[src/rtl/wb_arbiter.sv]
// Register-file write-port arbiter: ALU results take priority, multi-cycle results bypass or queue in a small FIFO.
// Optional stall statistics counter is built only when WB_ARB_STATS_EN is defined.
module wb_arbiter #(
   parameter int DEPTH = 2
) (
   input  logic        clk,
   input  logic        reset,
   input  logic        alu_valid,
   input  logic [4:0]  alu_rd,
   input  logic [31:0] alu_data,
   input  logic        mc_valid,
   output logic        mc_ready,
   input  logic [4:0]  mc_rd,
   input  logic [31:0] mc_data,
   output logic        reg_write,
   output logic [4:0]  rd,
   output logic [31:0] wb_data,
   output logic        busy,
   output logic [15:0] stall_cnt
);

   localparam int PW = $clog2(DEPTH);
   localparam int CW = $clog2(DEPTH + 1);

   logic [4:0]    buf_rd   [DEPTH];
   logic [31:0]   buf_data [DEPTH];
   logic [PW-1:0] head;
   logic [PW-1:0] tail;
   logic [CW-1:0] count;

   logic        alu_claim;
   logic        mc_claim;
   logic        empty;
   logic        deq;
   logic        enq;
   logic        bypass;
   logic        win_valid;
   logic [4:0]  win_rd;
   logic [31:0] win_data;

   function automatic logic [PW-1:0] ptr_next(input logic [PW-1:0] p);
      return (p == PW'(DEPTH - 1)) ? '0 : p + 1'b1;
   endfunction

   assign mc_ready = (count < CW'(DEPTH));
   assign busy     = (count != '0);

   always_comb begin
      alu_claim = alu_valid && (alu_rd != 5'd0);
      // x0 transfers still handshake but never reach the port or the buffer
      mc_claim  = mc_valid && mc_ready && (mc_rd != 5'd0);
      empty     = (count == '0);
      deq       = !alu_claim && !empty;
      bypass    = !alu_claim && empty && mc_claim;
      enq       = mc_claim && !bypass;
      win_valid = alu_claim || deq || bypass;
      win_rd    = alu_rd;
      win_data  = alu_data;
      if (!alu_claim && !empty) begin
         win_rd   = buf_rd[head];
         win_data = buf_data[head];
      end else if (bypass) begin
         win_rd   = mc_rd;
         win_data = mc_data;
      end
   end

   always_ff @(posedge clk) begin
      if (reset) begin
         reg_write <= 1'b0;
         rd        <= '0;
         wb_data   <= '0;
         head      <= '0;
         tail      <= '0;
         count     <= '0;
      end else begin
         reg_write <= win_valid;
         if (win_valid) begin
            rd      <= win_rd;
            wb_data <= win_data;
         end
         if (deq) head <= ptr_next(head);
         if (enq) tail <= ptr_next(tail);
         case ({enq, deq})
            2'b10:   count <= count + 1'b1;
            2'b01:   count <= count - 1'b1;
            default: count <= count;
         endcase
      end
   end

   // Storage needs no reset: entries are only read while count says they are valid
   always_ff @(posedge clk) begin
      if (!reset && enq) begin
         buf_rd[tail]   <= mc_rd;
         buf_data[tail] <= mc_data;
      end
   end

`ifdef WB_ARB_STATS_EN
   logic [15:0] stall_q;

   always_ff @(posedge clk) begin
      if (reset) begin
         stall_q <= '0;
      end else if (mc_valid && !mc_ready && (stall_q != 16'hFFFF)) begin
         stall_q <= stall_q + 16'd1;
      end
   end

   assign stall_cnt = stall_q;
`else
   assign stall_cnt = 16'h0000;
`endif

endmodule

[config.mk]
export PLATFORM = sky130hd
export DESIGN_NAME = wb_arbiter
export DESIGN_NICKNAME = d
export VERILOG_FILES = /design/src/rtl/wb_arbiter.sv
export SDC_FILE = /design/constraint.sdc
export NUM_CORES = 1
export LEC_CHECK = 0
export CAP_MARGIN = 20
export CORE_MARGIN = 3
export CORE_UTILIZATION = 30
export DETAILED_ROUTE_END_ITERATION = 8
export MAX_ROUTING_LAYER = met4
export PLACE_DENSITY = 0.56
export SYNTH_ARGS = -nofsm -noshare
export SYNTH_HDL_FRONTEND = slang
export SYNTH_SLANG_ARGS = --single-unit
[constraint.sdc]
create_clock -name clk -period 5.98 [get_ports clk]
set_input_delay 1.196 -clock clk [delete_from_list [all_inputs] [get_ports clk]]
set_output_delay 1.196 -clock clk [all_outputs]
set_load 0.02 [all_outputs]
==> Word-level counts from Yosys, hierarchy flattened <==
Memory sizes are Yosys's and may differ from the RTL's. A register that Yosys moved wholly into a read port is not among the register bits.
Cells that the tools add are included.
{ "op_classes": {"n_addsub": 4, "order_cmp": 1, "eq_ne": 2, "n_mux": 13, "reduce_logical": 19} }
{ "op_table": {"columns": ["operator", "n"], "rows": [
  ["$mux W32", 2],
  ["$mux W5", 2],
  ["$reduce_bool A5 Y1", 2],
  ["$logic_and A1 B1 Y1", 8],
  ["$mux W1", 8],
  ["$logic_not A1 Y1", 4],
  ["$pmux W2 S2", 1],
  ["$reduce_bool A2 Y1", 2],
  ["$add A1 B1 Y1 const B", 2],
  ["$add A2 B1 Y2 const B", 1],
  ["$eq A2 B1 Y1 const B", 1],
  ["$eq A2 B2 Y1 const B", 1],
  ["$logic_not A2 Y1", 1],
  ["$logic_or A1 B1 Y1", 2],
  ["$lt A2 B2 Y1 const B", 1],
  ["$sub A2 B1 Y2 const B", 1]
]} }
{ "word_totals": {"register_bits": 42, "ram_bits": 74, "input_bits": 78, "output_inout_bits": 56, "elab_cells": 47, "memories": 2} }
{ "memory_table": {"columns": ["name", "words", "width", "read_ports", "rd_ports_with_merged_regs", "wr", "line", "text"], "rows": [
  ["buf_data", 2, 32, 1, 1, 1, "26", "logic [31:0] buf_data [DEPTH];"],
  ["buf_rd", 2, 5, 1, 1, 1, "25", "logic [4:0] buf_rd [DEPTH];"]
]} }

==> Longest topological paths before layout <==
{ "logic_depth": {"ltp_word": 10, "ltp_mapped": 7} }

==> Least setup slack after synthesis <==
No wires, ideal clock.
{ "synth_path": {"path_type": "input-to-reg", "start": "in alu_rd[4]", "end": "mem buf_data[1][0], enable pin", "setup_time_ns": 0.485, "t_arrival_ns": 4.550, "t_required_ns": 5.495, "setup_slack_ns": 0.944, "stages": 5, "path_cell_list": "or3_1 o21a_1 buf_2 o211ai_1 nor3b_1"} }
{ "synth_via": {"elab_chain_len": 10} }
{ "synth_rtl": {"columns": ["item", "line", "text"], "rows": [
  ["start, declared", "9", "input logic [4:0] alu_rd,"],
  ["$reduce_bool A5 Y1", "49", "alu_claim = alu_valid && (alu_rd != 5'd0);"],
  ["$logic_and A1 B1 Y1", "49", null],
  ["$logic_not A1 Y1", "54", "bypass = !alu_claim && empty && mc_claim;"],
  ["$logic_and A1 B1 Y1 (2 in series)", "54", null],
  ["$logic_not A1 Y1", "55", "enq = mc_claim && !bypass;"],
  ["$logic_and A1 B1 Y1", "55", null],
  ["$logic_and A1 B1 Y1", "94", "if (!reset && enq) begin"],
  ["$mux W1", "94", null],
  ["$mux W1 (implied by the code)", "96", "buf_data[tail] <= mc_data;"],
  ["end, declared", "26", null]
]} }
Every way passes these cells.

==> Worst setup path in the final report <==
{ "layout_path": {"start": "in alu_rd[4]", "end": "mem buf_rd[1][0], enable pin"} }
{ "layout_via": {"elab_chain_len": 10} }
{ "layout_rtl": {"columns": ["item", "line", "text"], "rows": [
  ["$reduce_bool A5 Y1", "49", null],
  ["$logic_and A1 B1 Y1", "49", null],
  ["$logic_not A1 Y1", "54", null],
  ["$logic_and A1 B1 Y1 (2 in series)", "54", null],
  ["$logic_not A1 Y1", "55", null],
  ["$logic_and A1 B1 Y1", "55", null],
  ["$logic_and A1 B1 Y1", "94", null],
  ["$mux W1", "94", null],
  ["$mux W1 (implied by the code)", "95", "buf_rd[tail] <= mc_rd;"],
  ["end, declared", "25", null]
]} }
Every way passes these cells.

==> impl_metrics.py <==
metrics = {
    "sta": {
        "tns_ps": 0,
        "fin_crit_ps": 3739,
        "worst_pin_slew_ps": 982.2,
        "fin_crit_sh_pct": 62.53,
        "drv_slew": 0,
        "rsz0062_at_grt": "no",
        "slew_headroom_pct": 34.52,
        "setup_viol": 0,
        "clock.fmax_mhz": 267.4,
        "hold_violations": 0,
        "fin_skew_ps": 13.86,
    },
    "floorplan": {
        "start_util_pct": 31.02,
        "coreArea_um2": 16760,
        "rows": 47,
        "dieWidth_um": 137.6,
        "dieArea_um2": 18940,
        "ios": 134,
        "die_h_um": 137.6,
    },
    "grt": {
        "grt_pass1_wl_um": 19930,
        "grt_remaining_overflow": 0,
        "grt_usage_pct": 14.24,
        "use_met1_pct": 16.58,
        "met2_usage_pct": 23.70,
        "grt.busiest_layer": "met2",
        "antenna_found_initial": 0,
        "met3_usage_pct": 4.273,
        "grt_max_degree": 76,
        "grt_pass1_vias": 3787,
    },
    "synth": {
        "synthDominantCellAreaShare_pct": 42.74,
        "yosysWarnings": 0,
        "yosysSeqAreaShare_pct": 59.30,
        "netlist_top_cells_area": "edfxtp_1, dfxtp_1, mux2i_1",
        "synth-seq-cells": 117,
        "synth.avg_cell_area_um2": 12.18,
        "synth_area_um2": 5199,
        "netlist_instances": 427,
        "ys_types": 35,
        "yosysTopAreaCell": "edfxtp_1",
    },
    "clock_network": {
        "cts_buffer_depth": 2,
        "path_clk_slew_ps": 50,
        "cts.hold.buffers_added": 0,
        "cts_setup_buffers": 0,
        "cts_sinks": 117,
        "root_buffer": "clkbuf_16",
        "cts_resized": 0,
        "cts_max_level": 4,
        "cts_buffers": 17,
        "clock_latency_ps": 410,
        "cts_tree": "done",
    },
    "setup_path": {
        "critPathLaunchType": "primary input",
        "end_kind": "flip-flop",
        "crit_fanout": 45,
        "r2r_start": "count[0]$_SDFFE_PP0P_",
        "r2r-end": "wb_data[22]$_SDFFE_PP0P_",
        "reg2regPathDepth": 6,
        "worstSetupPathType": "in -> reg",
        "crit_arrival_ps": 3780,
        "crit_path_start": "alu_rd[4]",
        "worstPathRequired_ps": 6020,
        "timing.reg2reg.setup_slack_ps": 3910,
        "cp_cell_sequence": "clkdlybuf4s50_1 -> or3_1 -> o21a_2 -> o211ai_1 -> nor3b_2 -> buf_4",
        "worst_path_max_delay_cell": "o21a_2",
        "critPathMaxStageDelay_ps": 800,
    },
    "placement": {
        "dp_hpwl_um": 8129,
        "place_congestion": 0.7353,
        "dp_cells": 739,
        "portBuffers": 117,
    },
    "layout": {
        "drive_above_1_share_pct": 10.73,
        "final_nets": 616,
        "most-common-layout-cells": "clkdlybuf4s50_1, edfxtp_1, nand2_1",
        "fin_util_pct": 41.66,
        "n_fill_cell": 1584,
        "antenna_cells": 0,
        "fin_cells": 770,
        "syn_to_final_growth_pct": 34.30,
        "final_common_cell": "clkdlybuf4s50_1",
    },
    "routing": {
        "drtIter0Drc": 191,
        "drt-pass1-iter-count": 4,
        "wire_per_inst_um": 16.48,
        "drt.antenna.violating_nets": 0,
        "vias_per_cell": 4.804,
        "drc": 0,
        "num_vias": 3699,
        "drt-total-wl_um": 12690,
    },
    "power": {
        "ir_drop_uv": 180.2,
        "total_power_w": 0.002104,
        "power_density_nw_per_um2": 301.3,
        "leakagePower_nw": 2.327,
    },
    "run": {
        "drv_cap": 0,
    },
    "outcome": {
        "status": "finished clean",
    },
    "worst_hold_path": {
        "min_to": "wb_data[1]$_SDFFE_PP0P_",
        "min-delay-start": "wb_data[1]$_SDFFE_PP0P_",
        "holdCritPathClass": "reg -> reg",
        "hold_depth": 2,
    },
}
worst max-delay path, delay by kind of cell:
| kind | cells | cell delay, ps |
|---|---|---|
| simple gates | 2 | 450 |
| buf+inv | 2 | 1020 |
| compound gates | 2 | 1100 |
metal layers:
metal | share of wire [%] | wire length [um]
met2 | 50 | 6398
met4 | 1.0 | 127
met3 | 5.4 | 681
met1 | 43 | 5480
met5 | 0 | 0
Yosys cell counts:
library cell and count:
edfxtp_1 74, nand2_1 70, dfxtp_1 43, inv_1 39, mux2i_1 38, o311ai_0 33, a221oi_1 21, buf_4 16
a221oi_2 15, clkbuf_1 15, nor4_1 10, buf_2 8, buf_6 6, a21oi_1 5, a211o_1 4, nor2_1 4
nor2b_1 3, buf_1 2, nand4b_1 2, nor3b_1 2, o21ai_0 2, or3_1 2, a2111o_1 1, conb_1 1
mux2_2 1, nand3_1 1, nor3_1 1, nor3_4 1, o211ai_1 1, o21a_1 1, o21a_4 1, o21ai_2 1
o21ai_4 1, or2_2 1, or4_4 1
where the power goes:
| group | switching (W) | internal (W) |
|---|---|---|
| Clock | 0.000331 | 0.000541 |
| Combinational | 0.000167 | 0.000141 |
| Sequential | 0.0000213 | 0.000902 |
metrics by stage:
step | hold slack, ps | setup slack (ps) | cell area, um2
after global routing | 479.6 | 2062 | 6982
after CTS | 463.3 | 2153 | 6982
final | 459.4 | 2241 | 6982
after floorplan | 476.0 | 944.4 | 5255
after detailed placement | 455.0 | 1720 | 6477
after global placement | 449.8 | 1827 | 6477
registers in the layout, indices dropped and copies added (netlist names), named ones only:
signal and cells:
tail 1, buf_rd 10, buf_data 64, wb_data 32, reg_write 1, rd 5, head 1, count 2
layout make-up:
type / instances / area (um2) / area share [%]
clock inverters: 7 / 32.53 / 0.4659
repair buffers: 124 / 1219 / 17.46
clock buffers: 24 / 471.7 / 6.756
multi-input cells: 239 / 1753 / 25.11
flip-flops and latches: 117 / 3084 / 44.18
well taps: 220 / 275.3 / 3.943
inverters: 39 / 146.4 / 2.097
worst max path at each step:
stage	end
5_1_grt	buf_data[1][27]$_DFFE_PP_
4_1_cts	buf_data[1][27]$_DFFE_PP_
2_1_floorplan	buf_data[1][0]$_DFFE_PP_
3_5_place_dp	buf_data[1][18]$_DFFE_PP_
6_report	buf_rd[1][0]$_DFFE_PP_
3_3_place_gp	buf_data[1][23]$_DFFE_PP_
cell families after synthesis:
logic type             synth area share (%)
AND/OR/NAND/NOR                       8.616
AO/OA/AOI/OAI                         16.05
flip-flops                            59.30
other                               0.07213
multiplexers                          7.533
buffers and inverters                 8.424
(Power assumes the default switching activity.)
==> patch 1: new RTL, same settings <==
The parameter `DEPTH` goes from 2 to 4.
--- a/src/rtl/wb_arbiter.sv
+++ b/src/rtl/wb_arbiter.sv
@@ -1,7 +1,7 @@
 // Register-file write-port arbiter: ALU results take priority, multi-cycle results bypass or queue in a small FIFO.
 // Optional stall statistics counter is built only when WB_ARB_STATS_EN is defined.
 module wb_arbiter #(
-   parameter int DEPTH = 2
+   parameter int DEPTH = 4
 ) (
    input  logic        clk,
    input  logic        reset,
Formal check against the unedited RTL: not equivalent (Yosys sat finds a counterexample within 4 cycles, from zero or initial values and one cycle with reset high).
==> patch 1 against the original RTL <==
Hold slack improved by 0.0033 ns; synthesized cell count rose by 42%; area after synthesis grew 71%; sequential cell count increased by 78; routed wire length is 68% higher; clock skew is 0.0030 ns lower; worst setup slack got worse by 0.10 ns; cell area rose by 55%; combinational power rose to 4.4 times the old value; power increased by 100%; utilization down 4.3 points; sequential share of layout area increased by 5.5 points; via count rose by 43%; critical path type unchanged; largest power group unchanged; highest routed layer unchanged.
==> patch 1: results <==
export IMPL_fill_cells=2770
export IMPL_yosys_warnings=0
export IMPL_critPathArrivalTime_ns=4.19
export IMPL_drt_iter0_markers=385
export IMPL_reg_top3="buf_data: 128 flops, wb_data: 32 flops, buf_rd: 20 flops"
export IMPL_yosysMostFrequentCell="edfxtp_1"
export IMPL_p_switching_mw=1.38
export IMPL_clkTransAtPathRegs_ns=0.07
export IMPL_synth_enable_flop_cells=148
export IMPL_r2r_start="count[0]"
export IMPL_grt_max_degree=80
export IMPL_regToRegSetupSlack_ns=3.24
export IMPL_peakVddDrop_v=0.000199
export IMPL_max_freq_mhz=260
export IMPL_first_pass_iters=5
export IMPL_nets=790
export IMPL_ys_types=44
export IMPL_portBuffers=117
export IMPL_grt_pass1_wl_mm=32.3
export IMPL_layout_drive_gt1_share_pct=19.9
export IMPL_worstSkewPairLatency_ns=0.44
export IMPL_crit_fanout=39
export IMPL_seq_power_mw=1.75
export IMPL_timing_hold_ws_ns=0.463
export IMPL_p_seq_share_pct=41.6
export IMPL_hpwl_mm=12.7
export IMPL_hp_start="wb_data[9]"
export IMPL_track_usage_pct=14.0
export IMPL_wl_per_cell_um=19.3
export IMPL_status="finished, final reports clean"
export IMPL_powerClk_mw=1.11
export IMPL_cts_setup_buffers=0
export IMPL_vias=5298
export IMPL_power_leakage_nw=3.54
export IMPL_syn_inst=608
export IMPL_gp_congestion=0.682
export IMPL_dp_cells=1070
export IMPL_antenna_found_initial=2
export IMPL_worst_pin_slew_ns=1.03
export IMPL_finalClockSkew_ns=0.0109
export IMPL_synthTopCellsByArea="edfxtp_1, dfxtp_1, mux4_2"
export IMPL_holdPathStages=2
export IMPL_wirelength_mm=21.3
export IMPL_hold_end="wb_data[9]"
export IMPL_cts_buffers=17
export IMPL_synth_seq_area_share_pct=60.5
export IMPL_synthTopCellsByCount="edfxtp_1, inv_1, a21oi_1"
export IMPL_r2r_end="rd[3]"
[patch 1: cell families after synthesis]
logic type	Yosys count	share of synthesized area [%]
muxes	38	9.47
xor gates and xnor gates	2	0.197
other	1	0.0421
buffers and inverters	143	8.59
and+or+nand+nor	59	4.54
AOI/OAI and AO/OA	163	15.6
adders and majority gates	7	1.07
DFF	195	60.5
[patch 1: layout make-up]
cell class / instances / share of cell area [%]
multi-input combinational: 285 / 26.3
inverter: 78 / 2.70
tap: 384 / 4.43
clock buffer: 17 / 3.92
antenna: 2 / 0.0461
timing repair buffer: 128 / 11.5
sequential: 195 / 49.7
clock inverter: 15 / 1.38
[patch 1: layer usage]
metal | part of all wire, % | wire (um) | GRT usage (%)
met1 | 45 | 9610 | 18.5
met2 | 49 | 10400 | 21.9
met3 | 5.1 | 1090 | 3.15
met4 | 0.88 | 188 | 3.25
met5 | 0 | 0 | -
[patch 1: how the worst max path moves through the flow]
stage / startpoint / to / slack (ns) / cells past startpoint
2_1_floorplan: mc_valid / buf_data[0][0] / 0.81 / 5
3_3_place_gp: mc_rd[2] / count[2] / 1.74 / 9
3_5_place_dp: mc_rd[4] / count[2] / 1.71 / 9
4_1_cts: mc_rd[2] / count[2] / 2.16 / 9
5_1_grt: mc_rd[4] / count[2] / 2.02 / 9
6_report: mc_rd[4] / count[2] / 2.14 / 9
[patch 1: through the flow]
step | worst slack, ns | instance area (um^2)
after global placement | 1.74 | 10300
final | 2.14 | 10800
after global routing | 2.02 | 10800
after detailed placement | 1.71 | 10300
after floorplan | 0.813 | 8960
after CTS | 2.16 | 10800
[patch 1: worst max-delay path: stages]
cell and delay [ns]:
clkdlybuf4s50_1 0.60, or4_4 0.54, o21ai_2 0.21, or2_2 0.41, ha_1 0.26, fa_1 0.38, xnor2_1 0.14, or3_1 0.31
a21oi_1 0.15
==> patch 2: new RTL, same settings <==
Without the edit above. Build with the macro `WB_ARB_STATS_EN` defined.
--- a/src/rtl/wb_arbiter.sv
+++ b/src/rtl/wb_arbiter.sv
@@ -1,5 +1,7 @@
 // Register-file write-port arbiter: ALU results take priority, multi-cycle results bypass or queue in a small FIFO.
 // Optional stall statistics counter is built only when WB_ARB_STATS_EN is defined.
+`define WB_ARB_STATS_EN
+
 module wb_arbiter #(
    parameter int DEPTH = 2
 ) (
Check against the original RTL: not equivalent (a bounded check fails within 4 cycles, from zero or initial values and one cycle with reset high).
==> patch 2 against the original RTL <==
Maximum frequency decreased by 7.9%; clock skew shrank 0.0037 ns; cell area rose by 14%; area after synthesis is 13% higher; critical path depth fell by 3; routed wire length grew 27%; die area up 12%; largest cell class unchanged; first-iteration DRC count increased by 66%; sequential cell count rose by 16; worst setup slack got worse by 0.32 ns; critical path type is now reg2out; sequential power rose by 11%; power increased by 17%.
==> patch 2: results <==
export IMPL_grt_pass1_vias=4402
export IMPL_viasPerCell=5.10
export IMPL_track_usage_pct=15.6
export IMPL_ys_types=48
export IMPL_power_density_nw_per_um2=309
export IMPL_max_freq_mhz=246
export IMPL_layout_nonclk_buf_share_pct=17.2
export IMPL_use_met1_pct=21.7
export IMPL_clock_area_share_pct=8.05
export IMPL_power_leakage_nw=2.60
export IMPL_synth_seq_area_share_pct=58.0
export IMPL_intPower_mw=1.86
export IMPL_finalClockSkew_ns=0.0101
export IMPL_gp_congestion=0.757
export IMPL_r2r_end="wb_data[5]"
export IMPL_crit_type="reg2out"
export IMPL_dp_cells=835
export IMPL_clkbuf_count=17
export IMPL_synthTopCellsByArea="edfxtp_1, dfxtp_1, mux2_2"
export IMPL_drt_iter0_markers=317
export IMPL_status="finished, final reports clean"
export IMPL_worst_pin_slew_ns=1.02
export IMPL_endpoint="busy"
export IMPL_hpwl_mm=10.3
export IMPL_synth_compound_area_share_pct=18.5
export IMPL_layout_drive_gt1_share_pct=16.0
export IMPL_p_switching_mw=0.605
export IMPL_regArea_um2=3400
export IMPL_fill_cells=1758
-- patch 2: cell count changes in the layout (fill, tap and decap cells not counted), moves of 21 or more --
cell,delta
a221oi_1,-21
o311ai_0,-32
nand2_1,-29
a221o_1,+37
o2111ai_1,+32
a21oi_1,+47
mux2i_1,-30
mux2_2,+38
inv_1,-36
-- patch 2: how the worst min path moves through the flow --
stage / startpoint / endpoint / slack (ns) / cells after the start
6_report: wb_data[6] / wb_data[6] / 0.49 / 1
3_5_place_dp: wb_data[8] / wb_data[8] / 0.47 / 1
4_1_cts: wb_data[26] / wb_data[26] / 0.49 / 1
5_1_grt: wb_data[26] / wb_data[26] / 0.50 / 1
2_1_floorplan: head / flip-flop / 0.48 / 2
3_3_place_gp: wb_data[25] / wb_data[25] / 0.47 / 1
-- patch 2: worst max-delay path, cell delays in order (launching register included) --
cell	delay (ns)
dfxtp_1	0.40
nor2_4	0.70
inv_2	0.60
clkdlybuf4s50_1	0.71
